File: src/rtl/regfile_access_ctrl_if.sv
// Debug access port of the register-file controller: req/ack handshake
// with a single register number, write data and read-back data.
interface regfile_access_ctrl_if;
   logic        dbg_req_i;
   logic        dbg_we_i;
   logic [4:0]  dbg_sel_i;
   logic [31:0] dbg_wdata_i;
   logic        dbg_ack_o;
   logic [31:0] dbg_rdata_o;

   modport master (
      output dbg_req_i, dbg_we_i, dbg_sel_i, dbg_wdata_i,
      input  dbg_ack_o, dbg_rdata_o
   );

   modport slave (
      input  dbg_req_i, dbg_we_i, dbg_sel_i, dbg_wdata_i,
      output dbg_ack_o, dbg_rdata_o
   );
endinterface

File: src/rtl/regfile_access_ctrl.sv
// Shares a 32x32 register file between core writeback/reads, a debug port
// and a zeroing sequence that clears x1..x31.
module regfile_access_ctrl #(
   parameter bit          CLEAR_ON_RESET = 1'b1,
   parameter int unsigned MAX_WAIT       = 8
) (
   input  logic                    clk,
   input  logic                    rst_ni,
   input  logic                    core_wr_en_i,
   input  logic [4:0]              core_wr_sel_i,
   input  logic [31:0]             core_wr_data_i,
   input  logic [4:0]              core_rd1_sel_i,
   input  logic [4:0]              core_rd2_sel_i,
   output logic                    core_stall_o,
   regfile_access_ctrl_if.slave    dbg,
   input  logic                    clr_req_i,
   output logic                    busy_o,
   output logic [31:0]             rf_in_o,
   output logic [4:0]              rf_in_sel_o,
   output logic                    rf_in_en_o,
   output logic [4:0]              rf_out1_sel_o,
   output logic [4:0]              rf_out2_sel_o,
   input  logic [31:0]             rf_out1_i
);

   typedef enum logic [1:0] {S_CLEAR, S_IDLE, S_RD_WAIT, S_ACK} state_t;
   localparam state_t RST_STATE = CLEAR_ON_RESET ? S_CLEAR : S_IDLE;

   state_t      r_state, w_nxt_state;
   logic [4:0]  r_idx, w_nxt_idx;
   logic [7:0]  r_wait, w_nxt_wait;
   logic [31:0] r_rdata;
   logic        r_rd_zero;

   logic        w_rd_grant;
   logic        w_stall;
   logic        w_en;
   logic [4:0]  w_sel;
   logic [31:0] w_din;
   logic [4:0]  w_rd1_sel;

   always_ff @(posedge clk or negedge rst_ni) begin
      if (!rst_ni) begin
         r_state <= RST_STATE;
      end else begin
         r_state <= w_nxt_state;
      end
   end

   always_comb begin
      w_nxt_state = r_state;
      w_nxt_idx   = r_idx;
      w_nxt_wait  = r_wait;
      w_rd_grant  = 1'b0;
      w_stall     = 1'b0;
      w_en        = core_wr_en_i;
      w_sel       = core_wr_sel_i;
      w_din       = core_wr_data_i;
      w_rd1_sel   = core_rd1_sel_i;
      case (r_state)
         S_CLEAR: begin
            w_en    = 1'b1;
            w_sel   = r_idx;
            w_din   = 32'd0;
            w_stall = 1'b1;
            if (r_idx == 5'd31) begin
               w_nxt_state = S_IDLE;
               w_nxt_idx   = 5'd1;
            end else begin
               w_nxt_idx = r_idx + 5'd1;
            end
         end
         S_IDLE: begin
            if (dbg.dbg_req_i && !dbg.dbg_we_i) begin
               w_rd1_sel   = dbg.dbg_sel_i;
               w_stall     = 1'b1;
               w_en        = 1'b0;
               w_rd_grant  = 1'b1;
               w_nxt_state = S_RD_WAIT;
            end else if (dbg.dbg_req_i) begin
               // Core writeback keeps priority until the debug write has waited MAX_WAIT times
               if (!core_wr_en_i || (r_wait >= 8'(MAX_WAIT))) begin
                  w_en        = (dbg.dbg_sel_i != 5'd0);
                  w_sel       = dbg.dbg_sel_i;
                  w_din       = dbg.dbg_wdata_i;
                  w_stall     = core_wr_en_i;
                  w_nxt_state = S_ACK;
               end else begin
                  w_nxt_wait = r_wait + 8'd1;
               end
            end else if (clr_req_i) begin
               w_nxt_state = S_CLEAR;
               w_nxt_idx   = 5'd1;
            end
         end
         S_RD_WAIT: w_nxt_state = S_ACK;
         S_ACK: begin
            w_nxt_wait  = 8'd0;
            w_nxt_state = S_IDLE;
         end
         default: w_nxt_state = S_IDLE;
      endcase
   end

   always_ff @(posedge clk or negedge rst_ni) begin
      if (!rst_ni) begin
         r_idx     <= 5'd1;
         r_wait    <= 8'd0;
         r_rdata   <= 32'd0;
         r_rd_zero <= 1'b0;
      end else begin
         r_idx  <= w_nxt_idx;
         r_wait <= w_nxt_wait;
         if (w_rd_grant) begin
            r_rd_zero <= (dbg.dbg_sel_i == 5'd0);
         end
         if (r_state == S_RD_WAIT) begin
            r_rdata <= r_rd_zero ? 32'd0 : rf_out1_i;
         end
      end
   end

   // Write enable is held off while reset is asserted even when the reset state is CLEAR
   assign rf_in_en_o      = w_en & rst_ni;
   assign rf_in_sel_o     = w_sel;
   assign rf_in_o         = w_din;
   assign rf_out1_sel_o   = w_rd1_sel;
   assign rf_out2_sel_o   = core_rd2_sel_i;
   assign core_stall_o    = w_stall;
   assign busy_o          = (r_state == S_CLEAR);
   assign dbg.dbg_ack_o   = (r_state == S_ACK);
   assign dbg.dbg_rdata_o = r_rdata;

endmodule
File: src/flat_wrapper.sv
// flat-port wrapper written by rule: the top's interface ports become plain ports
module regfile_access_ctrl_flat 
#(
   parameter bit          CLEAR_ON_RESET = 1'b1,
   parameter int unsigned MAX_WAIT       = 8
)
  (clk, rst_ni, core_wr_en_i, core_wr_sel_i, core_wr_data_i, core_rd1_sel_i, core_rd2_sel_i, core_stall_o, clr_req_i, busy_o, rf_in_o, rf_in_sel_o, rf_in_en_o, rf_out1_sel_o, rf_out2_sel_o, rf_out1_i, dbg_dbg_req_i, dbg_dbg_we_i, dbg_dbg_sel_i, dbg_dbg_wdata_i, dbg_dbg_ack_o, dbg_dbg_rdata_o);
  regfile_access_ctrl_if dbg_i ();
  input  logic clk;
  input  logic rst_ni;
  input  logic core_wr_en_i;
  input  logic [4:0] core_wr_sel_i;
  input  logic [31:0] core_wr_data_i;
  input  logic [4:0] core_rd1_sel_i;
  input  logic [4:0] core_rd2_sel_i;
  output logic core_stall_o;
  input  logic clr_req_i;
  output logic busy_o;
  output logic [31:0] rf_in_o;
  output logic [4:0] rf_in_sel_o;
  output logic rf_in_en_o;
  output logic [4:0] rf_out1_sel_o;
  output logic [4:0] rf_out2_sel_o;
  input  logic [31:0] rf_out1_i;
  input wire logic [$bits(dbg_i.dbg_req_i)-1:0] dbg_dbg_req_i;
  input wire logic [$bits(dbg_i.dbg_we_i)-1:0] dbg_dbg_we_i;
  input wire logic [$bits(dbg_i.dbg_sel_i)-1:0] dbg_dbg_sel_i;
  input wire logic [$bits(dbg_i.dbg_wdata_i)-1:0] dbg_dbg_wdata_i;
  output wire logic [$bits(dbg_i.dbg_ack_o)-1:0] dbg_dbg_ack_o;
  output wire logic [$bits(dbg_i.dbg_rdata_o)-1:0] dbg_dbg_rdata_o;
  assign dbg_i.dbg_req_i = dbg_dbg_req_i;
  assign dbg_i.dbg_we_i = dbg_dbg_we_i;
  assign dbg_i.dbg_sel_i = dbg_dbg_sel_i;
  assign dbg_i.dbg_wdata_i = dbg_dbg_wdata_i;
  assign dbg_dbg_ack_o = dbg_i.dbg_ack_o;
  assign dbg_dbg_rdata_o = dbg_i.dbg_rdata_o;
  regfile_access_ctrl #(.CLEAR_ON_RESET(CLEAR_ON_RESET), .MAX_WAIT(MAX_WAIT)) u_core (.clk(clk), .rst_ni(rst_ni), .core_wr_en_i(core_wr_en_i), .core_wr_sel_i(core_wr_sel_i), .core_wr_data_i(core_wr_data_i), .core_rd1_sel_i(core_rd1_sel_i), .core_rd2_sel_i(core_rd2_sel_i), .core_stall_o(core_stall_o), .dbg(dbg_i), .clr_req_i(clr_req_i), .busy_o(busy_o), .rf_in_o(rf_in_o), .rf_in_sel_o(rf_in_sel_o), .rf_in_en_o(rf_in_en_o), .rf_out1_sel_o(rf_out1_sel_o), .rf_out2_sel_o(rf_out2_sel_o), .rf_out1_i(rf_out1_i));
endmodule
File: config.mk
export PLATFORM = sky130hd
export DESIGN_NAME = regfile_access_ctrl_flat
export DESIGN_NICKNAME = d
export VERILOG_FILES = /design/src/rtl/regfile_access_ctrl_if.sv /design/src/rtl/regfile_access_ctrl.sv /design/src/flat_wrapper.sv
export SDC_FILE = /design/constraint.sdc
export NUM_CORES = 1
export LEC_CHECK = 0
export ABC_AREA = 1
export BUFFER_PORTS_ARGS = -buffer_cell sky130_fd_sc_hd__buf_2
export CAP_MARGIN = 10
export CORE_MARGIN = 8
export CORE_UTILIZATION = 35
export DETAILED_ROUTE_END_ITERATION = 8
export PLACE_DENSITY = 0.72
export SLEW_MARGIN = 15
export SYNTH_ARGS = -nofsm -noshare
export SYNTH_HDL_FRONTEND = slang
export SYNTH_SLANG_ARGS = --single-unit
File: constraint.sdc
create_clock -name clk -period 1.7 [get_ports clk]
set_clock_uncertainty 0.15 [all_clocks]
set_input_delay 0.34 -clock clk [delete_from_list [all_inputs] [get_ports clk]]
set_output_delay 0.34 -clock clk [all_outputs]
set_load 0.01 [all_outputs]
# == Word-level counts from Yosys, hierarchy flattened ==
# Index checks and enable logic that the tools add are counted.
# totals
inputBits,122
out_inout_bits,83
word_cells,69
register_bits,48
# classes
mux,36
n_bitwise,1
n_reduce_logical,12
n_lt_le_gt_ge,1
n_addsub,2
eq_ne,12
# op_table
cell,count
$mux 32,4
$pmux 32 s2,1
$mux 5,9
$mux 8,3
$pmux 5 s2,2
$pmux 8 s2,1
$mux 2,5
$ne 2x2->1 const B,5
$add 8x1->8 const B,1
$ge 8x4->1 const B,1
$mux 1,8
$pmux 2 s4,1
$reduce_and 4->1,2
$add 5x1->5 const B,1
$eq 5x5->1 const B,1
$logic_not 5->1,1
$reduce_bool 5->1,1
$eq 2x2->1 const B,2
$ne 4x2->1 const B,1
$ne 4x3->1 const B,1
$pmux 1 s2,2
$reduce_bool 2->1,2
$reduce_and 3->1,1
$eq 2x1->1 const B,1
6 further kinds,7

# == Longest topological paths before layout ==
# Gate-level depths: netlist of run 1.
# logic_depth
depth_word,7
mapped_depth,10
ltp_nobuf,9

# == Worst setup path after synthesis of run 1 ==
# OpenSTA, ideal clock, no wires.
# synth_path
path_kind,reg2out
from,register u_core.r_state[0]
to,output rf_in_o[0]
setup_slack_ps,-243
path_buffers,2
stages_incl_launch_ff,10
required_ps,1210
arrival_ps,1453
path_cell_list,dfrtp_1 -> inv_1 -> ha_1 -> buf_4 -> nor2_4 -> inv_1 -> nand2_4 -> buf_6 -> nand2_1 -> nand2_1
# synth_via
elab_chain_len,2
word_cells_on_any_way,3
cone_classes,1 x eq/ne; 1 x mux; 1 x reduce/logical
# synth_rtl
element,line,source
from (decl),regfile_access_ctrl.sv:29,"state_t r_state, w_nxt_state;"
from (signal assigned),regfile_access_ctrl.sv:46,r_state <= w_nxt_state;
$logic_not 2->1,--,
named net busy_o,flat_wrapper.sv:18,output logic busy_o;
$pmux 32 s2,regfile_access_ctrl.sv:60,case (r_state)
to (decl),flat_wrapper.sv:19,output logic [31:0] rf_in_o;
# The timed path passes the listed nets, and every way through them passes these cells.

# == Worst setup path after layout of run 1 ==
# layout_path
from,register u_core.r_wait[7]
to,output rf_in_sel_o[2]
# layout_via
elab_chain_len,6
# layout_rtl
element,line,source
from (decl),regfile_access_ctrl.sv:31,"logic [7:0] r_wait, w_nxt_wait;"
from (signal assigned),regfile_access_ctrl.sv:113,r_wait <= w_nxt_wait;
$ge 8x4->1,regfile_access_ctrl.sv:82,if (!core_wr_en_i || (r_wait >= 8'(MAX_WAIT))) begin
$logic_or 1x1->1,regfile_access_ctrl.sv:82,
$mux 5,regfile_access_ctrl.sv:82,
$mux 5,regfile_access_ctrl.sv:80,end else if (dbg.dbg_req_i) begin
$mux 5,regfile_access_ctrl.sv:74,if (dbg.dbg_req_i && !dbg.dbg_we_i) begin
$pmux 5 s2,regfile_access_ctrl.sv:60,
to (decl),flat_wrapper.sv:20,output logic [4:0] rf_in_sel_o;
# No other way between the ends.

==> impl_metrics.yaml, run 1 <==
grt:
  grt_usage_pct: 17.52
  grt_max_degree: 49
  first_global_vias: 3608
  grt-ovfl-total: 0
  grt_pass1_wl_um: 17170
  antenna_found_initial: 0
timing:
  period_needed_ns: 2.192
  hold_viol: 0
  setup_ws_ns: -0.4923
  slew_headroom_pct: 58.26
  finalSetupTns_ns: -19.53
  tightestPinTransition_ns: 0.6261
  rsz0062_at_grt: "true"
  post-route-period-util_pct: 129.0
  fmax_ghz: 0.4561
  slew_viol_final: 0
  finalSetupViolCount: 50
logic_synthesis:
  yosysMostFrequentCell: "nand2_1"
  syn_inst: 425
  syn_avg_cell_area_um2: 7.198
  synth.distinct_cells: 33
  yosys.area.top_type: "dfrtp_1"
  async_flop_share_pct: 100.0
  synth_ff_type: "dfrtp_1"
  syn_nets: 555
  ys_top_cells_by_area: "dfrtp_1 38%, nand2_1 16%, inv_1 7.7%, nand3_1 7.7%, o21ai_0 7.2%"
  synth_top_cell_area_share_pct: 38.45
  synth_compound_area_share_pct: 9.775
  synthXorXnorAreaFrac_pct: 0.5726
  yosysSeqAreaShare_pct: 39.30
  synth.area.mux_share_pct: 0
  synth_common_cells: "134 x nand2_1, 63 x inv_1, 47 x dfrtp_1, 47 x nand3_1, 44 x o21ai_0"
  synth_edf_count: 0
  synth_fa_ha_area_share_pct: 3.272
  synth_seq_cells: 48
  yosysWarnings: 0
  synth_area_mm2: 0.003059
  yosys.area_share.simple_pct: 32.11
  synth_top_family_by_area: "simple AND/OR/NAND/NOR gates"
flow_run:
  drv_cap: 0
pwr:
  p_per_area_mw_per_mm2: 1685
  ir_drop_uv: 781.0
  power_leakage_nw: 2.912
routing:
  drc: 0
  ant_nets: 0
  drt-total-wl_um: 12700
  route.met3.wl_um: 1379
  dr.pass1.iters: 4
  met1_length_um: 4733
  vias_per_cell: 4.922
  wl_per_cell_um: 16.75
  top_layer_used: "met4"
  dr.first_iter.drc_count: 220
  vias: 3731
  wl_met2_um: 6351
floorplan:
  core_area_mm2: 0.008593
  pin_count: 205
  die_x_um: 109.5
  die_y_um: 109.5
  start_util_pct: 35.60
  dieArea_mm2: 0.01199
  rows: 34
critical_path:
  cp_num_cells: 9
  arrival_ns: 1.70
  timing.rr.start: "u_core.r_state[1]"
  r2r_setup_slack_ns: -0.10
  cpMaxStageDelayCell: "dfrtp_1"
  crit_family: "simple AND/OR/NAND/NOR gates"
  reg2reg_depth: 10
  cpPeakStageDelay_ns: 0.42
  crit_buf_inv: 3
  worst_r2r_endpoint: "u_core.r_idx[3]"
  crit_required_ns: 1.21
  critPathKind: "register to output pin"
  path_max_fanout: 5
  cpMostUsedCell: "buf_6"
  cp_cell_sequence: "nor2_4 > nand4_4 > nand3_4 > buf_6 > buf_6 > nand2_2 > nand3_1 > nand2_1 > buf_2"
  crit_path_end_kind: "output pin"
  start_kind: "register"
finish:
  multi_input_area_mm2: 0.001916
  layout-drive-gt1-share_pct: 58.00
  antenna_cells: 0
  fin_util_pct: 62.26
  area_delta_synth_final_pct: 74.89
  n_fill_cell: 713
  seq_area_mm2: 0.001202
  fin_nets: 779
place:
  dp_hpwl_um: 8529
  gp_routability_congestion: 0.8629
  io_buffer_count: 194
  pre_cts_slack_ns: -0.2843
clock_network:
  root_buffer: "clkbuf_8"
  cts.sinks: 48
  path_clk_slew_ns: 0.10
  cts_made_buffers: 5
  h-tree-depth: 2
  cts_tree: "yes"
  cts_buffer_depth: 2
  clock_latency_ns: 0.30
  hold_buffers: 0
outcome:
  outcome: "complete, but fails checks"
  failed_checks: "negative setup slack"
min_path:
  hold_path_class: "primary input to async pin"
-- worst reg2reg max path, delay by kind of cell, from the launching register on --
family / cells / cell delay (ns)
flip-flops: 1 / 0.39
adder cells (fa/ha/maj): 1 / 0.20
buffers and inverters: 5 / 0.59
AND/OR/NAND/NOR: 4 / 0.41
-- routing by layer --
metal  vias up  GRT usage [%]
li1       1770              -
met1      1736          20.08
met2       204          30.58
met3        21          5.979
met4         0          4.339
met5         -              0
-- flip-flops by register name, indices dropped and copies added, names as in the netlist --
register and count:
u_core.dbg.dbg_rdata_o 32, u_core.r_wait 8, u_core.r_state 2, u_core.r_rd_zero 1
u_core.r_idx 5
-- cell families after synthesis --
| group | after synthesis |
|---|---|
| fa+ha+maj | 8 |
| flops | 48 |
| simple gates | 218 |
| compound gates | 56 |
| xor+xnor | 2 |
| buf+inv | 93 |
-- what timing repair did --
| action | in CTS | in global routing |
|---|---|---|
| endpoints found under the setup margin | 60 | 94 |
| resized for setup | 88 | 70 |
| pin swaps | 10 | 17 |
| setup buffers | 7 | 3 |
| gates cloned | 1 | 5 |
-- final cells by class --
| type | instances | share of cell area, % |
|---|---|---|
| multi-input cells | 285 | 35.80 |
| clock buffers | 6 | 1.543 |
| well taps | 108 | 2.526 |
| repair buffers | 241 | 32.53 |
| clock inverters | 2 | 0.2572 |
| inverters | 68 | 4.864 |
| flip-flops and latches | 48 | 22.47 |
-- stage by stage --
step                cell area (µm²)  instances  hold slack (ns)  power (mW)
floorplan                      3229        425          -0.1056       4.714
global placement               4419        737           0.3122       6.370
detailed placement             4419        737           0.3233       6.481
CTS                            4959        752          0.07372       8.058
global route                   5350        758          0.09651       9.618
finish                         5350        758          0.05638       9.013
-- power breakdown --
group	leakage (nW)	switching [mW]	internal, mW
clock network	0.0516	0.405	0.334
registers	0.605	0.309	1.64
logic	2.26	3.31	3.02
-- cell usage in the layout (no fill, tap or decap), types with 2 or more instances in the layout --
cell type,count
nand2_2,62
o21ai_4,6
inv_2,8
o21ai_0,26
buf_12,4
nand4_1,5
clkbuf_8,6
nor2_4,4
buf_6,53
a22oi_2,4
buf_2,154
nand2_4,10
nor2_1,14
o21ai_1,12
a21oi_1,5
nand3_2,12
nand2_8,3
buf_4,25
buf_8,2
nand2_1,64
ha_4,5
inv_1,58
nand3_1,35
inv_4,2
ha_1,2
dfrtp_1,47
clkbuf_16,3
nor2_2,3
-- worst max-delay path by stage --
stage	startpoint	endpoint
after detailed placement	u_core.r_state[1]	rf_in_o[5]
after CTS	u_core.r_wait[3]	rf_in_o[13]
after global placement	u_core.r_state[1]	rf_in_o[9]
after global routing	u_core.r_wait[7]	rf_in_sel_o[2]
final	u_core.r_wait[7]	rf_in_sel_o[2]
after floorplan	u_core.r_state[1]	rf_in_o[0]
No activity file was read; power rests on OpenSTA's default activity.
==> run 2, diff against run 1 <==
--- a/config.mk
+++ b/config.mk
@@ -12,6 +12,7 @@
 export CORE_UTILIZATION = 35
 export DETAILED_ROUTE_END_ITERATION = 8
 export PLACE_DENSITY = 0.72
+export RECOVER_POWER = 25
 export SLEW_MARGIN = 15
 export SYNTH_ARGS = -nofsm -noshare
 export SYNTH_HDL_FRONTEND = slang
==> impl_metrics.yaml, run 2 (same netlist as run 1, synthesis figures left out) <==
outcome:
  outcome: "complete, but fails checks"
  failed_checks: "negative setup slack"
grt:
  first_global_vias: 3608
  grt-ovfl-total: 0
  grtUsageMet1_pct: 20.08
  met3_usage_pct: 5.979
  grt_pass1_wl_um: 17170
  grt_max_degree: 49
  antenna_found_initial: 0
  grt_usage_pct: 17.52
  grt.met2_usage_pct: 30.58
  top_usage_layer: "met2"
critical_path:
  cpPeakStageDelay_ns: 0.42
  cpMaxStageDelayCell: "dfrtp_1"
  path_max_fanout: 5
  timing.rr.start: "u_core.r_state[1]"
  cpMostUsedCell: "buf_6"
  critPathKind: "register to output pin"
  start_kind: "register"
  crit_required_ns: 1.21
  r2r_setup_slack_ns: -0.10
  worst_r2r_endpoint: "u_core.r_idx[3]"
  crit_buf_inv: 3
  crit_family: "simple AND/OR/NAND/NOR gates"
  arrival_ns: 1.70
  crit_path_end_kind: "output pin"
  cp_cell_sequence: "nor2_4 > nand4_4 > nand3_4 > buf_6 > buf_6 > nand2_2 > nand3_1 > nand2_1 > buf_2"
  reg2reg_depth: 10
pwr:
  p_seq_share_pct: 21.6
  pwr-share-clk_pct: 8.2
  swShare_pct: 44.68
  switchingPower_mw: 4.027
  comb_power_share_pct: 70.2
  internal_power_mw: 4.986
  power_leakage_nw: 2.908
  p_per_area_mw_per_mm2: 1686
  ir_drop_uv: 781.0
floorplan:
  dieArea_mm2: 0.01199
  start_util_pct: 35.60
  die_y_um: 109.5
  pin_count: 205
  core_area_mm2: 0.008593
  die_x_um: 109.5
  rows: 34
timing:
  hold_viol: 0
  finalSetupTns_ns: -19.59
  tightestPinTransition_ns: 1.240
  rsz0062_at_grt: "true"
  post-route-period-util_pct: 129.0
  slew_viol_final: 0
  period_needed_ns: 2.193
  slew_headroom_pct: 17.32
  finalSetupViolCount: 50
  fmax_ghz: 0.4560
  setup_ws_ns: -0.4931
routing:
  wl_per_cell_um: 16.78
  vias: 3730
  drt-total-wl_um: 12720
  drc: 0
  vias_per_cell: 4.921
  dr.first_iter.drc_count: 219
  dr.pass1.iters: 4
  ant_nets: 0
place:
  dp_hpwl_um: 8529
  io_buffer_count: 194
  placed_cells: 737
  gp_routability_congestion: 0.8629
finish:
  largest_reg_flops: 32
  fin_nets: 779
  layout-drive-gt1-share_pct: 57.85
  layout.cells.non_filler: 758
  antenna_cells: 0
  layout_common_cells: "153 x buf_2, 64 x nand2_1, 62 x nand2_2"
  area_delta_synth_final_pct: 74.76
  final_common_cell: "buf_2"
clock_network:
  cts_tree: "yes"
  cts_buffer_depth: 2
  clock_latency_ns: 0.30
  root_buffer: "clkbuf_8"
  cts_made_buffers: 5
  hold_buffers: 0
  h-tree-depth: 2
  path_clk_slew_ns: 0.10
  cts.sinks: 48
min_path:
  hold_depth: 3
  holdCritStartpoint: "rf_out1_i[24]"
  whs_endpoint: "u_core.dbg.dbg_rdata_o[24]"
  hold_path_class: "primary input to register"
flow_run:
  drv_cap: 0
==> run 2: worst max path at each step <==
| stage | start | end | cells after the start |
|---|---|---|---|
| 4_1_cts | u_core.r_wait[3] | rf_in_o[13] | 9 |
| 3_5_place_dp | u_core.r_state[1] | rf_in_o[5] | 6 |
| 2_1_floorplan | u_core.r_state[1] | rf_in_o[0] | 9 |
| 5_1_grt | u_core.r_wait[7] | rf_in_sel_o[2] | 9 |
| 3_3_place_gp | u_core.r_state[1] | rf_in_o[9] | 6 |
| 6_report | u_core.r_wait[7] | rf_in_sel_o[2] | 9 |
==> run 2: final cells by class <==
class	instances	area [µm²]
Sequential cell	48	1202
Timing Repair Buffer	241	1737
Clock buffer	6	82.58
Fill cell	714	3247
Inverter	68	260.3
Tap cell	108	135.1
Multi-Input combinational cell	285	1916
Clock inverter	2	13.76
==> run 2: power groups by stage <==
stage          clock (mW)  sequential (mW)  combinational (mW)
3_5_place_dp            0             1.92                4.56
5_1_grt             0.801             2.00                6.81
3_3_place_gp            0             1.92                4.45
6_report            0.740             1.94                6.33
4_1_cts             0.760             1.93                5.36
2_1_floorplan           0             2.09                2.62
==> run 2: repair_timing <==
item	CTS	global route
setup buffers	7	3
resized for setup	88	70
setup endpoints to repair	60	94
hold endpoints to repair	0	0
cloned	1	5
pin swaps	10	17
==> run 2: per-stage QoR <==
step	worst slack [ns]	total power, mW	util (%)	hold slack (ns)	cell area [µm²]
after floorplan	-0.1381	4.714	-	-0.1056	3229
after global placement	-0.2240	6.370	51.43	0.3122	4419
after detailed placement	-0.2843	6.481	51.43	0.3233	4419
after CTS	-0.4794	8.058	57.70	0.07372	4959
after global routing	-0.5514	9.617	62.22	0.09651	5346
final	-0.4931	9.012	62.22	0.1104	5346
==> run 2: worst register-to-register path: stages (launching register included) <==
cell	delay [ns]
dfrtp_1	0.39
inv_2	0.09
ha_4	0.20
buf_4	0.21
inv_2	0.07
nor2_2	0.15
nor3_4	0.04
buf_4	0.16
inv_2	0.06
nor2_1	0.05
nor3b_2	0.17
==> run 2: metal layers <==
metal  vias up  share of wire, %
met5         -                 0
met4         0               2.0
met3        23                11
met2       203                50
met1      1735                37
li1       1769                 -
==> run 3, diff against run 2 <==
--- a/config.mk
+++ b/config.mk
@@ -10,9 +10,11 @@
 export CAP_MARGIN = 10
 export CORE_MARGIN = 8
 export CORE_UTILIZATION = 35
+export CTS_CLUSTER_SIZE = 24
 export DETAILED_ROUTE_END_ITERATION = 8
 export PLACE_DENSITY = 0.72
 export RECOVER_POWER = 25
+export SETUP_SLACK_MARGIN = 0.3
 export SLEW_MARGIN = 15
 export SYNTH_ARGS = -nofsm -noshare
 export SYNTH_HDL_FRONTEND = slang
==> impl_metrics.yaml, run 3 (same netlist as run 1, synthesis figures left out) <==
outcome:
  failed_checks: "negative setup slack"
  outcome: "complete, but fails checks"
finish:
  largest_reg_flops: 32
  layout-drive-gt1-share_pct: 62.73
  antenna_cells: 0
  layout_common_cells: "149 x buf_2, 69 x buf_6, 68 x nand2_1"
  fin_nets: 790
  fin_util_pct: 65.89
  layout.cells.non_filler: 768
  area_delta_synth_final_pct: 85.07
  final_common_cell: "buf_2"
timing:
  fmax_ghz: 0.4506
  setup_ws_ns: -0.5194
  post-route-period-util_pct: 130.6
  rsz0062_at_grt: "true"
  tightestPinTransition_ns: 1.216
  finalSetupTns_ns: -27.83
  finalSetupViolCount: 94
  slew_headroom_pct: 18.93
  hold_viol: 0
  period_needed_ns: 2.219
  slew_viol_final: 0
critical_path:
  crit_path_end_kind: "output pin"
  cpMaxStageDelayCell: "dfrtp_1"
  start_kind: "register"
  crit_start: "u_core.r_state[0]"
  cp_num_cells: 9
  cpPeakStageDelay_ns: 0.41
  arrival_ns: 1.73
  reg2reg_depth: 10
  crit_family: "simple AND/OR/NAND/NOR gates"
  critPathKind: "register to output pin"
  crit_buf_inv: 4
  worst_r2r_endpoint: "u_core.r_idx[2]"
  cp_cell_sequence: "buf_6 > inv_4 > ha_4 > nor2_4 > inv_8 > nand2_8 > nand2_2 > nand2_2 > buf_6"
  timing.rr.start: "u_core.r_state[1]"
  path_max_fanout: 8
  setup.worst_path.end: "rf_in_o[14]"
  r2r_setup_slack_ns: -0.29
  crit_required_ns: 1.21
flow_run:
  drv_cap: 0
floorplan:
  rows: 34
  pin_count: 205
  dieArea_mm2: 0.01199
  die_y_um: 109.5
  die_x_um: 109.5
  core_area_mm2: 0.008593
  start_util_pct: 35.60
clock_network:
  cts.sinks: 48
  cts_made_buffers: 5
  clock_latency_ns: 0.29
  root_buffer: "clkbuf_8"
  path_clk_slew_ns: 0.09
  cts_buffer_depth: 2
  h-tree-depth: 2
  hold_buffers: 0
  cts_tree: "yes"
routing:
  vias: 3820
  drt-total-wl_um: 13650
  wl_per_cell_um: 17.78
  ant_nets: 0
  drc: 0
  dr.pass1.iters: 5
  dr.first_iter.drc_count: 181
  vias_per_cell: 4.974
grt:
  first_global_vias: 4021
  grt-ovfl-total: 0
  grt_pass1_wl_um: 19800
  grt_usage_pct: 21.04
  grt_max_degree: 49
  antenna_found_initial: 0
place:
  placed_cells: 735
  dp_hpwl_um: 9125
  io_buffer_count: 194
  gp_routability_congestion: 0.8802
pwr:
  ir_drop_uv: 913.1
  power_leakage_nw: 3.024
  p_per_area_mw_per_mm2: 1752
  total_power_mw: 9.922
min_path:
  hold_path_class: "primary input to register"
## run 3: cell count changes in the layout (fill, tap and decap cells not counted), moves of 5 or more
cell     before  now
o21ai_1      12    1
buf_6        53   69
o21ai_2       1   36
nand2_8       3    8
nand3_2      12    3
o21ai_0      26    2
nand2_4      10    4
nand3_1      35   43
## run 3: metal layers
layer / GRT usage, % / part of all wire [%] / wire length (µm) / vias up
li1: - / - / - / 1796
met4: 9.257 / 4.6 / 628 / 0
met1: 20.32 / 34 / 4606 / 1784
met5: 0 / 0 / 0 / -
met3: 6.448 / 10 / 1382 / 39
met2: 40.05 / 52 / 7035 / 201
## run 3: worst min path at each step
| stage | cells past startpoint | slack, ns | from | end |
|---|---|---|---|---|
| 6_report | 3 | 0.13 | rf_out1_i[17] | u_core.dbg.dbg_rdata_o[17] |
| 4_1_cts | 2 | 0.1 | rst_ni | u_core.dbg.dbg_rdata_o[27] |
| 2_1_floorplan | 0 | -0.11 | rst_ni | u_core.dbg.dbg_rdata_o[0] |
| 3_5_place_dp | 2 | 0.32 | u_core.dbg.dbg_rdata_o[6] | u_core.dbg.dbg_rdata_o[6] |
| 5_1_grt | 3 | 0.11 | rf_out1_i[30] | u_core.dbg.dbg_rdata_o[30] |
| 3_3_place_gp | 2 | 0.31 | u_core.dbg.dbg_rdata_o[30] | u_core.dbg.dbg_rdata_o[30] |
## run 3: cell type report
cell class | count | area [µm²]
clock buffers | 5 | 68.82
clock inverters | 2 | 12.51
fillers | 718 | 2932
inverters | 68 | 282.8
multi-input cells | 288 | 2081
flip-flops and latches | 48 | 1202
well taps | 108 | 135.1
repair buffers | 249 | 1879
## run 3: tightest hold or removal path, cell delays in order
cell     delay, ns
buf_2         0.09
inv_1         0.05
o21ai_2       0.05
## run 3: per-stage QoR
stage	worst slack, ns	hold slack, ns	instance area (µm²)
3_5_place_dp	-0.2921	0.3212	4456
3_3_place_gp	-0.2600	0.3112	4456
5_1_grt	-0.5811	0.1073	5662
4_1_cts	-0.4710	0.09507	5335
6_report	-0.5194	0.1269	5662
2_1_floorplan	-0.1376	-0.1056	3284
## run 3: power breakdown
group	internal, mW	switching (mW)	total, mW
combinational	3.46	3.88	7.34
sequential	1.64	0.293	1.93
clock	0.279	0.373	0.652
total	5.37	4.55	9.92
## run 3: repair_timing
item                                    4_1_cts  5_1_grt
endpoints found under the setup margin       94       94
buffers inserted                             14        5
cloned                                        7        0
pin swaps                                    19       24
resized for setup                           164       66
